$ cat config.mk
export PLATFORM = sky130hd
export DESIGN_NAME = uart_rx
export DESIGN_NICKNAME = d
export VERILOG_FILES = /design/src/rtl/uart_rx.sv
export SDC_FILE = /design/constraint.sdc
export NUM_CORES = 1
export LEC_CHECK = 0
export BUFFER_PORTS_ARGS = -buffer_cell sky130_fd_sc_hd__buf_2
export CAP_MARGIN = 20
export CORE_AREA = 2 2 60 62
export CTS_CLUSTER_DIAMETER = 200
export CTS_CLUSTER_SIZE = 24
export DETAILED_ROUTE_END_ITERATION = 8
export DIE_AREA = 0 0 62 64
export PLACE_DENSITY = 0.73
export SYNTH_ARGS = -nofsm -noshare
export SYNTH_HDL_FRONTEND = slang
export SYNTH_SLANG_ARGS = --single-unit
$ cat constraint.sdc
create_clock -name clk_i -period 2.2 [get_ports clk_i]
set_clock_uncertainty 0.1 [all_clocks]
set_input_delay 0.44 -clock clk_i [delete_from_list [all_inputs] [get_ports clk_i]]
set_output_delay 0.44 -clock clk_i [all_outputs]
set_load 0.02 [all_outputs]
$ cat src/rtl/uart_rx.sv
// rtl/uart_rx.sv - 8N1 UART receiver with input synchronizer and one-entry valid/ready holding register.
// Start bit is confirmed at mid-bit; data and stop bits are then sampled one full bit period apart.
module uart_rx #(
   parameter int CLKS_PER_BIT = 868,
   parameter int SYNC_STAGES  = 2
) (
   input  logic       clk_i,
   input  logic       rst_ni,
   input  logic       rx_i,
   output logic [7:0] data_o,
   output logic       valid_o,
   input  logic       ready_i,
   output logic       frame_err_o,
   output logic       overrun_o
);

   localparam int CW = $clog2(CLKS_PER_BIT);
   localparam logic [CW-1:0] HALF_M1 = CW'(CLKS_PER_BIT / 2 - 1);
   localparam logic [CW-1:0] FULL_M1 = CW'(CLKS_PER_BIT - 1);

   typedef enum logic [2:0] {IDLE, START, DATA, STOP, WAIT_HIGH} state_e;

   state_e                 state_q, state_d;
   logic [SYNC_STAGES-1:0] sync_q, sync_d;
   logic [CW-1:0]          cnt_q, cnt_d;
   logic [2:0]             idx_q, idx_d;
   logic [7:0]             shreg_q, shreg_d;
   logic [7:0]             data_q, data_d;
   logic                   valid_q, valid_d;
   logic                   frame_err_q, frame_err_d;
   logic                   overrun_q, overrun_d;
   logic                   rxs;
   logic                   stop_smp;

   assign rxs = sync_q[SYNC_STAGES-1];

   always_ff @(posedge clk_i or negedge rst_ni) begin
      if (!rst_ni) begin
         state_q     <= IDLE;
         sync_q      <= '1;
         cnt_q       <= '0;
         idx_q       <= '0;
         shreg_q     <= '0;
         data_q      <= '0;
         valid_q     <= 1'b0;
         frame_err_q <= 1'b0;
         overrun_q   <= 1'b0;
      end else begin
         state_q     <= state_d;
         sync_q      <= sync_d;
         cnt_q       <= cnt_d;
         idx_q       <= idx_d;
         shreg_q     <= shreg_d;
         data_q      <= data_d;
         valid_q     <= valid_d;
         frame_err_q <= frame_err_d;
         overrun_q   <= overrun_d;
      end
   end

   always_comb begin
      sync_d  = {sync_q[SYNC_STAGES-2:0], rx_i};
      state_d = state_q;
      cnt_d   = cnt_q + CW'(1);
      idx_d   = idx_q;
      shreg_d = shreg_q;
      case (state_q)
         IDLE: begin
            cnt_d = '0;
            if (!rxs) state_d = START;
         end
         START: begin
            if (cnt_q == HALF_M1) begin
               cnt_d   = '0;
               idx_d   = '0;
               state_d = rxs ? IDLE : DATA;
            end
         end
         DATA: begin
            if (cnt_q == FULL_M1) begin
               cnt_d   = '0;
               shreg_d = {rxs, shreg_q[7:1]};
               idx_d   = idx_q + 3'd1;
               if (idx_q == 3'd7) state_d = STOP;
            end
         end
         STOP: begin
            if (cnt_q == FULL_M1) begin
               cnt_d   = '0;
               state_d = rxs ? IDLE : WAIT_HIGH;
            end
         end
         WAIT_HIGH: begin
            // A held-low line (break) must not retrigger a frame until it returns high.
            cnt_d = '0;
            if (rxs) state_d = IDLE;
         end
         default: begin
            cnt_d   = '0;
            state_d = IDLE;
         end
      endcase
   end

   always_comb begin
      stop_smp    = (state_q == STOP) && (cnt_q == FULL_M1);
      data_d      = data_q;
      valid_d     = valid_q & ~ready_i;
      frame_err_d = 1'b0;
      overrun_d   = 1'b0;
      if (stop_smp && rxs) begin
         if (!valid_q || ready_i) begin
            data_d  = shreg_q;
            valid_d = 1'b1;
         end else begin
            overrun_d = 1'b1;
         end
      end
      if (stop_smp && !rxs) frame_err_d = 1'b1;
   end

   assign data_o      = data_q;
   assign valid_o     = valid_q;
   assign frame_err_o = frame_err_q;
   assign overrun_o   = overrun_q;

endmodule

==> results of run 1 <==
==> worst max-delay path: stages (launching register included) <==
cell and delay (ns):
dfrtp_1 0.42, ha_2 0.24, and4bb_2 0.27, nand3_1 0.13, nor4b_4 0.26, buf_4 0.20, mux2_2 0.34
==> layout by cell type, fill, tap and decap left out, types with 2 or more instances in the layout <==
cell / synthesis / final
a22o_1: 2 / 2
inv_1: 3 / 3
a31oi_1: 3 / 3
nor3_1: 6 / 6
buf_4: 0 / 7
dfrtp_1: 35 / 35
nor2_1: 15 / 15
buf_2: 2 / 14
dfstp_2: 2 / 2
nand3_1: 6 / 6
xor2_1: 3 / 3
nand4_1: 4 / 4
and3_1: 2 / 2
clkbuf_4: 0 / 5
xnor2_1: 5 / 5
ha_1: 4 / 3
nor4_1: 2 / 2
mux2_2: 16 / 16
nand2_1: 7 / 7
==> routing by layer <==
metal  track usage (%)  wire, microns  vias to the layer above
li1                  -              -                      551
met1              24.4           1350                      595
met2              28.4           1550                       29
met3              4.25            118                        8
met4              8.51             59                        0
met5                 0              0                        -
==> final cells by class <==
| class | instances | area share [%] |
|---|---|---|
| sequential | 37 | 48.4 |
| multi-input combinational | 95 | 38.2 |
| timing repair buffer | 21 | 6.40 |
| tap | 46 | 3.00 |
| clock buffer | 6 | 2.68 |
| clock inverter | 2 | 0.718 |
| inverter | 3 | 0.587 |
==> flip-flops by register name, summed over array words and instances (netlist names) <==
name and count:
state_q 3, overrun_o 1, shreg_q 8, frame_err_o 1
sync_q 2, idx_q 3, data_o 8, valid_o 1
cnt_q 10
==> through the flow <==
step / worst slack, ns / instance area (sq um) / cells / util [%]
finish: 0.149 / 1920 / 210 / 58.4
global route: 0.0236 / 1920 / 210 / 58.4
CTS: 0.124 / 1910 / 210 / 58.3
detailed placement: 0.133 / 1850 / 202 / 56.3
global placement: 0.192 / 1850 / 202 / 56.3
floorplan: 0.177 / 1690 / 139 / -
==> worst max path at each step <==
| stage | start | end | slack (ns) |
|---|---|---|---|
| detailed placement | cnt_q[0]$_DFF_PN0_ | data_o[0]$_DFFE_PN0P_ | 0.13 |
| floorplan | cnt_q[0]$_DFF_PN0_ | data_o[0]$_DFFE_PN0P_ | 0.18 |
| CTS | cnt_q[0]$_DFF_PN0_ | data_o[0]$_DFFE_PN0P_ | 0.12 |
| global placement | cnt_q[0]$_DFF_PN0_ | data_o[5]$_DFFE_PN0P_ | 0.19 |
| finish | cnt_q[0]$_DFF_PN0_ | data_o[7]$_DFFE_PN0P_ | 0.15 |
| global route | cnt_q[0]$_DFF_PN0_ | data_o[7]$_DFFE_PN0P_ | 0.02 |
==> cells by family (layout without fill, tap and decap cells) <==
group	count (synthesis)	in the layout
fa+ha+maj	4	4
xor+xnor	8	8
buf+inv	7	32
mux	16	16
compound gates	13	13
simple gates	54	54
flops	37	37
==> power breakdown <==
part	total (mW)	leakage (nW)	internal (mW)	switching (mW)
logic	0.0159	0.384	0.00230	0.0136
registers	0.685	0.495	0.683	0.00204
clock network	0.373	0.0382	0.156	0.217
==> what timing repair did <==
action                                 in CTS  in global routing
setup endpoints to repair                   0                  2
gates resized for setup                     0                  1
endpoints found under the hold margin       0                  0
==> flow_summary.json, run 1 <==
{
  "yosysTopAreaCell": "dfrtp_1",
  "numPortBuffers": 14,
  "tightestPinTransition_ns": 0.784,
  "muxShareOfSynthArea_pct": 10.7,
  "synth_top_family_by_area": "simple AND/OR/NAND/NOR gates",
  "syn-num-nets": 147,
  "grt_max_degree": 38,
  "die_h_microns": 64,
  "synth_common_cells": "dfrtp_1, mux2_2, nor2_1",
  "dp_hpwl_microns": 2200,
  "powerDensity_mw_per_mm2": 560,
  "fp-row-count": 21,
  "ys_seq_elements": 37,
  "cts.path.max_buffers": 2,
  "first_global_vias": 1233,
  "ctsHoldBuffers": 0,
  "hold_ws_ns": 0.0709,
  "die_area_sq_mm": 0.00397,
  "endpoint_kind": "flop",
  "antenna_found_initial": 0,
  "vias": 1183,
  "via_per_inst": 5.63,
  "cts_buffers": 5,
  "synth_edf_count": 0,
  "ys_dominant_reg_cell": "dfrtp_1",
  "dieWidth_microns": 62,
  "drtIter0Drc": 96,
  "pin_count": 15,
  "syn_area_sq_mm": 0.00169,
  "cts_tree": "done",
  "routedWlPerCell_microns": 14.7,
  "power_mw": 1.07,
  "coreArea_sq_mm": 0.00328,
  "overflow": 0,
  "grt_pass1_wl_microns": 5500,
  "rr_worst_depth": 6,
  "multi_input_comb_area_sq_um": 732,
  "p_leak_nw": 0.917,
  "critPathLaunchType": "flop",
  "netlist_top_cells_area": "dfrtp_1, mux2_2, nor2_1",
  "fillCellCount": 287,
  "max_freq_mhz": 488,
  "synth_xor_area_share_pct": 4.15,
  "period_share_pct": 93.2,
  "synth_area_per_cell_sq_um": 12.1,
  "synth_async_sr_flop_share_pct": 100,
  "synthCells": 139,
  "r2r_setup_slack_ns": 0.15,
  "synth-simple-area-share_pct": 19.3,
  "diodes": 0,
  "hold_violations": 0,
  "tns_ns": 0,
  "grt_use_total_pct": 18.5,
  "relSlewSlack_pct": 47.7,
  "gp_congestion": 0.869,
  "synth_seq_area_share_pct": 55.0,
  "cts_sinks": 37,
  "start_util_pct": 51.4,
  "insertion_delay_ns": 0.34,
  "drv_slew": 0,
  "ff_latch_area_sq_um": 928,
  "nets": 171,
  "synthAdderAreaFrac_pct": 2.97,
  "path_clk_slew_ns": 0.12,
  "r2r-start": "cnt_q[0]$_DFF_PN0_",
  "layout-drive-gt1-share_pct": 32.9,
  "ant_nets": 0,
  "required_ns": 2.33,
  "status": "finished, final reports clean",
  "crit_type": "flop to flop",
  "ys_types": 39,
  "ys_warn_count": 0,
  "cp.arrival_ns": 2.18,
  "reg2reg_to": "data_o[7]$_DFFE_PN0P_",
  "wirelength_microns": 3080,
  "yosysMostFrequentCell": "dfrtp_1",
  "drcViolationCount": 0,
  "htree_levels": 2,
  "peakVddDrop_mv": 0.380,
  "synth-compound-area-share_pct": 6.08,
  "cts_root_buf": "clkbuf_4",
  "setup_viol": 0,
  "hold_path.class": "input pin to asynchronous set/reset pin",
  "yosysTopAreaCellShare_pct": 51.9,
  "firstDrtPassIters": 4,
  "maxCapViolCount": 0,
  "path_max_fanout": 8,
  "synthToLayoutAreaGrowth_pct": 13.6,
  "rsz0062_at_grt": "no",
  "post-cts-setup-buffers": 0,
  "period_needed_ns": 2.05
}
Note: power is estimated with default switching activity, not from simulation.
==> inputs of run 2 (changes only) <==
Settings changed: RECOVER_POWER from default to 25, SETUP_SLACK_MARGIN from default to 0.5.
==> run 2 against run 1 <==
  * Cell area up 17%
  * Final cell count grew 9.5%
  * Global-route usage rose by 4.4 points
  * Register-to-register slack gained 0.11 ns
  * Combinational power grew 4%
  * Flip-flop and latch count stayed put
  * Clock power grew 3%
  * Die area is the same
  * Routed wire length up 30%
  * Non-clock buffer count grew 19
  * Hold slack worse by 0.0076 ns
  * Largest power group unchanged
==> flow_summary.json, run 2 (synthesis gave the netlist of run 1 again) <==
{
  "status": "finished, final reports clean",
  "grt_max_degree": 38,
  "dp_hpwl_microns": 2160,
  "path_cells": "ha_4, and4bb_2, nand3_2, nor4b_4, buf_6, mux2_2",
  "drcViolationCount": 0,
  "maxCapViolCount": 0,
  "routedWlPerCell_microns": 17.4,
  "peakVddDrop_mv": 0.383,
  "dieWidth_microns": 62,
  "max_freq_mhz": 514,
  "endpoint_kind": "flop",
  "cp.arrival_ns": 2.09,
  "rsz0062_at_grt": "yes",
  "cts_sinks": 37,
  "tightestPinTransition_ns": 0.801,
  "cpMaxStageDelayCell": "dfrtp_1",
  "power_mw": 1.09,
  "critPathLaunchType": "flop",
  "pin_count": 15,
  "multi_input_comb_area_sq_um": 880,
  "slowest_delay_ns": 0.43,
  "grt_use_total_pct": 22.9,
  "ctsHoldBuffers": 0,
  "cts.path.max_buffers": 2,
  "relSlewSlack_pct": 46.6,
  "cts_tree": "done",
  "hold_violations": 0,
  "drtIter0Drc": 105,
  "firstDrtPassIters": 4,
  "setup_viol": 0,
  "numPortBuffers": 14,
  "required_ns": 2.35,
  "largest_register": "cnt_q",
  "htree_levels": 2,
  "fp-row-count": 21,
  "wirelength_microns": 4010,
  "crit_type": "flop to flop",
  "fillCellCount": 230,
  "largest_reg_flops": 10,
  "mostFrequentLayoutCell": "dfrtp_1",
  "cp.buffers_inverters": 1,
  "ant_nets": 0,
  "die_h_microns": 64,
  "grt_pass1_wl_microns": 6560,
  "first_global_vias": 1398,
  "insertion_delay_ns": 0.35,
  "nets": 191,
  "ff_latch_area_sq_um": 928,
  "overflow": 0,
  "period_share_pct": 88.4,
  "tns_ns": 0,
  "p_leak_nw": 1.07,
  "die_area_sq_mm": 0.00397,
  "path_clk_slew_ns": 0.11,
  "powerDensity_mw_per_mm2": 485,
  "start_util_pct": 51.4,
  "critPathTopFamily": "simple AND/OR/NAND/NOR gates",
  "vias": 1318,
  "layout-drive-gt1-share_pct": 47.3,
  "synthToLayoutAreaGrowth_pct": 32.5,
  "drv_slew": 0,
  "antenna_found_initial": 0,
  "period_needed_ns": 1.94,
  "path_max_fanout": 8,
  "gp_congestion": 0.887,
  "cts_root_buf": "clkbuf_4",
  "cts_buffers": 5,
  "coreArea_sq_mm": 0.00328,
  "via_per_inst": 5.73,
  "mostFrequentLayoutCells": "dfrtp_1, buf_4, nor2_1, buf_2",
  "hold_path.class": "input pin to asynchronous set/reset pin",
  "diodes": 0
}
[run 2: cell count changes in the layout (fill, tap and decap cells not counted), sizes merged]
cell / previous run / this run
buf: 21 / 40
a21boi: 1 / 2
[run 2: path summary, 6_finish.rpt]
path,startpoint,endpoint,slack (ns),cells past startpoint
max,cnt_q[1]$_DFF_PN0_,data_o[4]$_DFFE_PN0P_,0.26,6
min,rst_ni,valid_o$_DFF_PN0_,0.06,1
max reg2reg,cnt_q[1]$_DFF_PN0_,data_o[4]$_DFFE_PN0P_,0.26,6
min reg2reg,sync_q[0]$_DFF_PN1_,sync_q[1]$_DFF_PN1_,0.27,0
max in group asynchronous,rst_ni,cnt_q[6]$_DFF_PN0_,1.43,1
min in group clk_i,rx_i,sync_q[0]$_DFF_PN1_,0.08,1
[run 2: area by class of cell]
| type | count | share of cell area (%) |
|---|---|---|
| sequential | 37 | 41.5 |
| inverter | 3 | 0.616 |
| timing repair buffer | 40 | 13.0 |
| multi-input combinational | 96 | 39.3 |
| tap | 46 | 2.57 |
| clock inverter | 2 | 0.616 |
| clock buffer | 6 | 2.29 |
[run 2: stage by stage]
step / instance area, sq um / hold WS [ns] / util [%] / instances / setup WS (ns)
floorplan: 1710 / 0.0444 / - / 139 / 0.182
global placement: 1880 / 0.248 / 57.2 / 203 / 0.203
detailed placement: 1880 / 0.249 / 57.2 / 203 / 0.163
CTS: 2140 / 0.0740 / 65.2 / 226 / 0.305
global route: 2240 / 0.0543 / 68.1 / 230 / 0.111
finish: 2240 / 0.0634 / 68.1 / 230 / 0.255
[run 2: what timing repair did]
action | in CTS | in global routing
pin swaps | 10 | 2
gates cloned | 2 | 0
setup buffers | 13 | 4
gates resized for setup | 18 | 13
setup endpoints to repair | 29 | 31
[run 2: layer usage]
layer / GRT usage (%) / vias up / wire [microns]
li1: - / 595 / -
met1: 27.4 / 661 / 1620
met2: 35.9 / 47 / 2080
met3: 7.69 / 15 / 191
met4: 11.2 / 0 / 121
met5: 0 / - / 0
[run 2: power by group]
part	switching [mW]	internal, mW
combinational	0.0141	0.00232
clock	0.227	0.156
sequential	0.00243	0.683
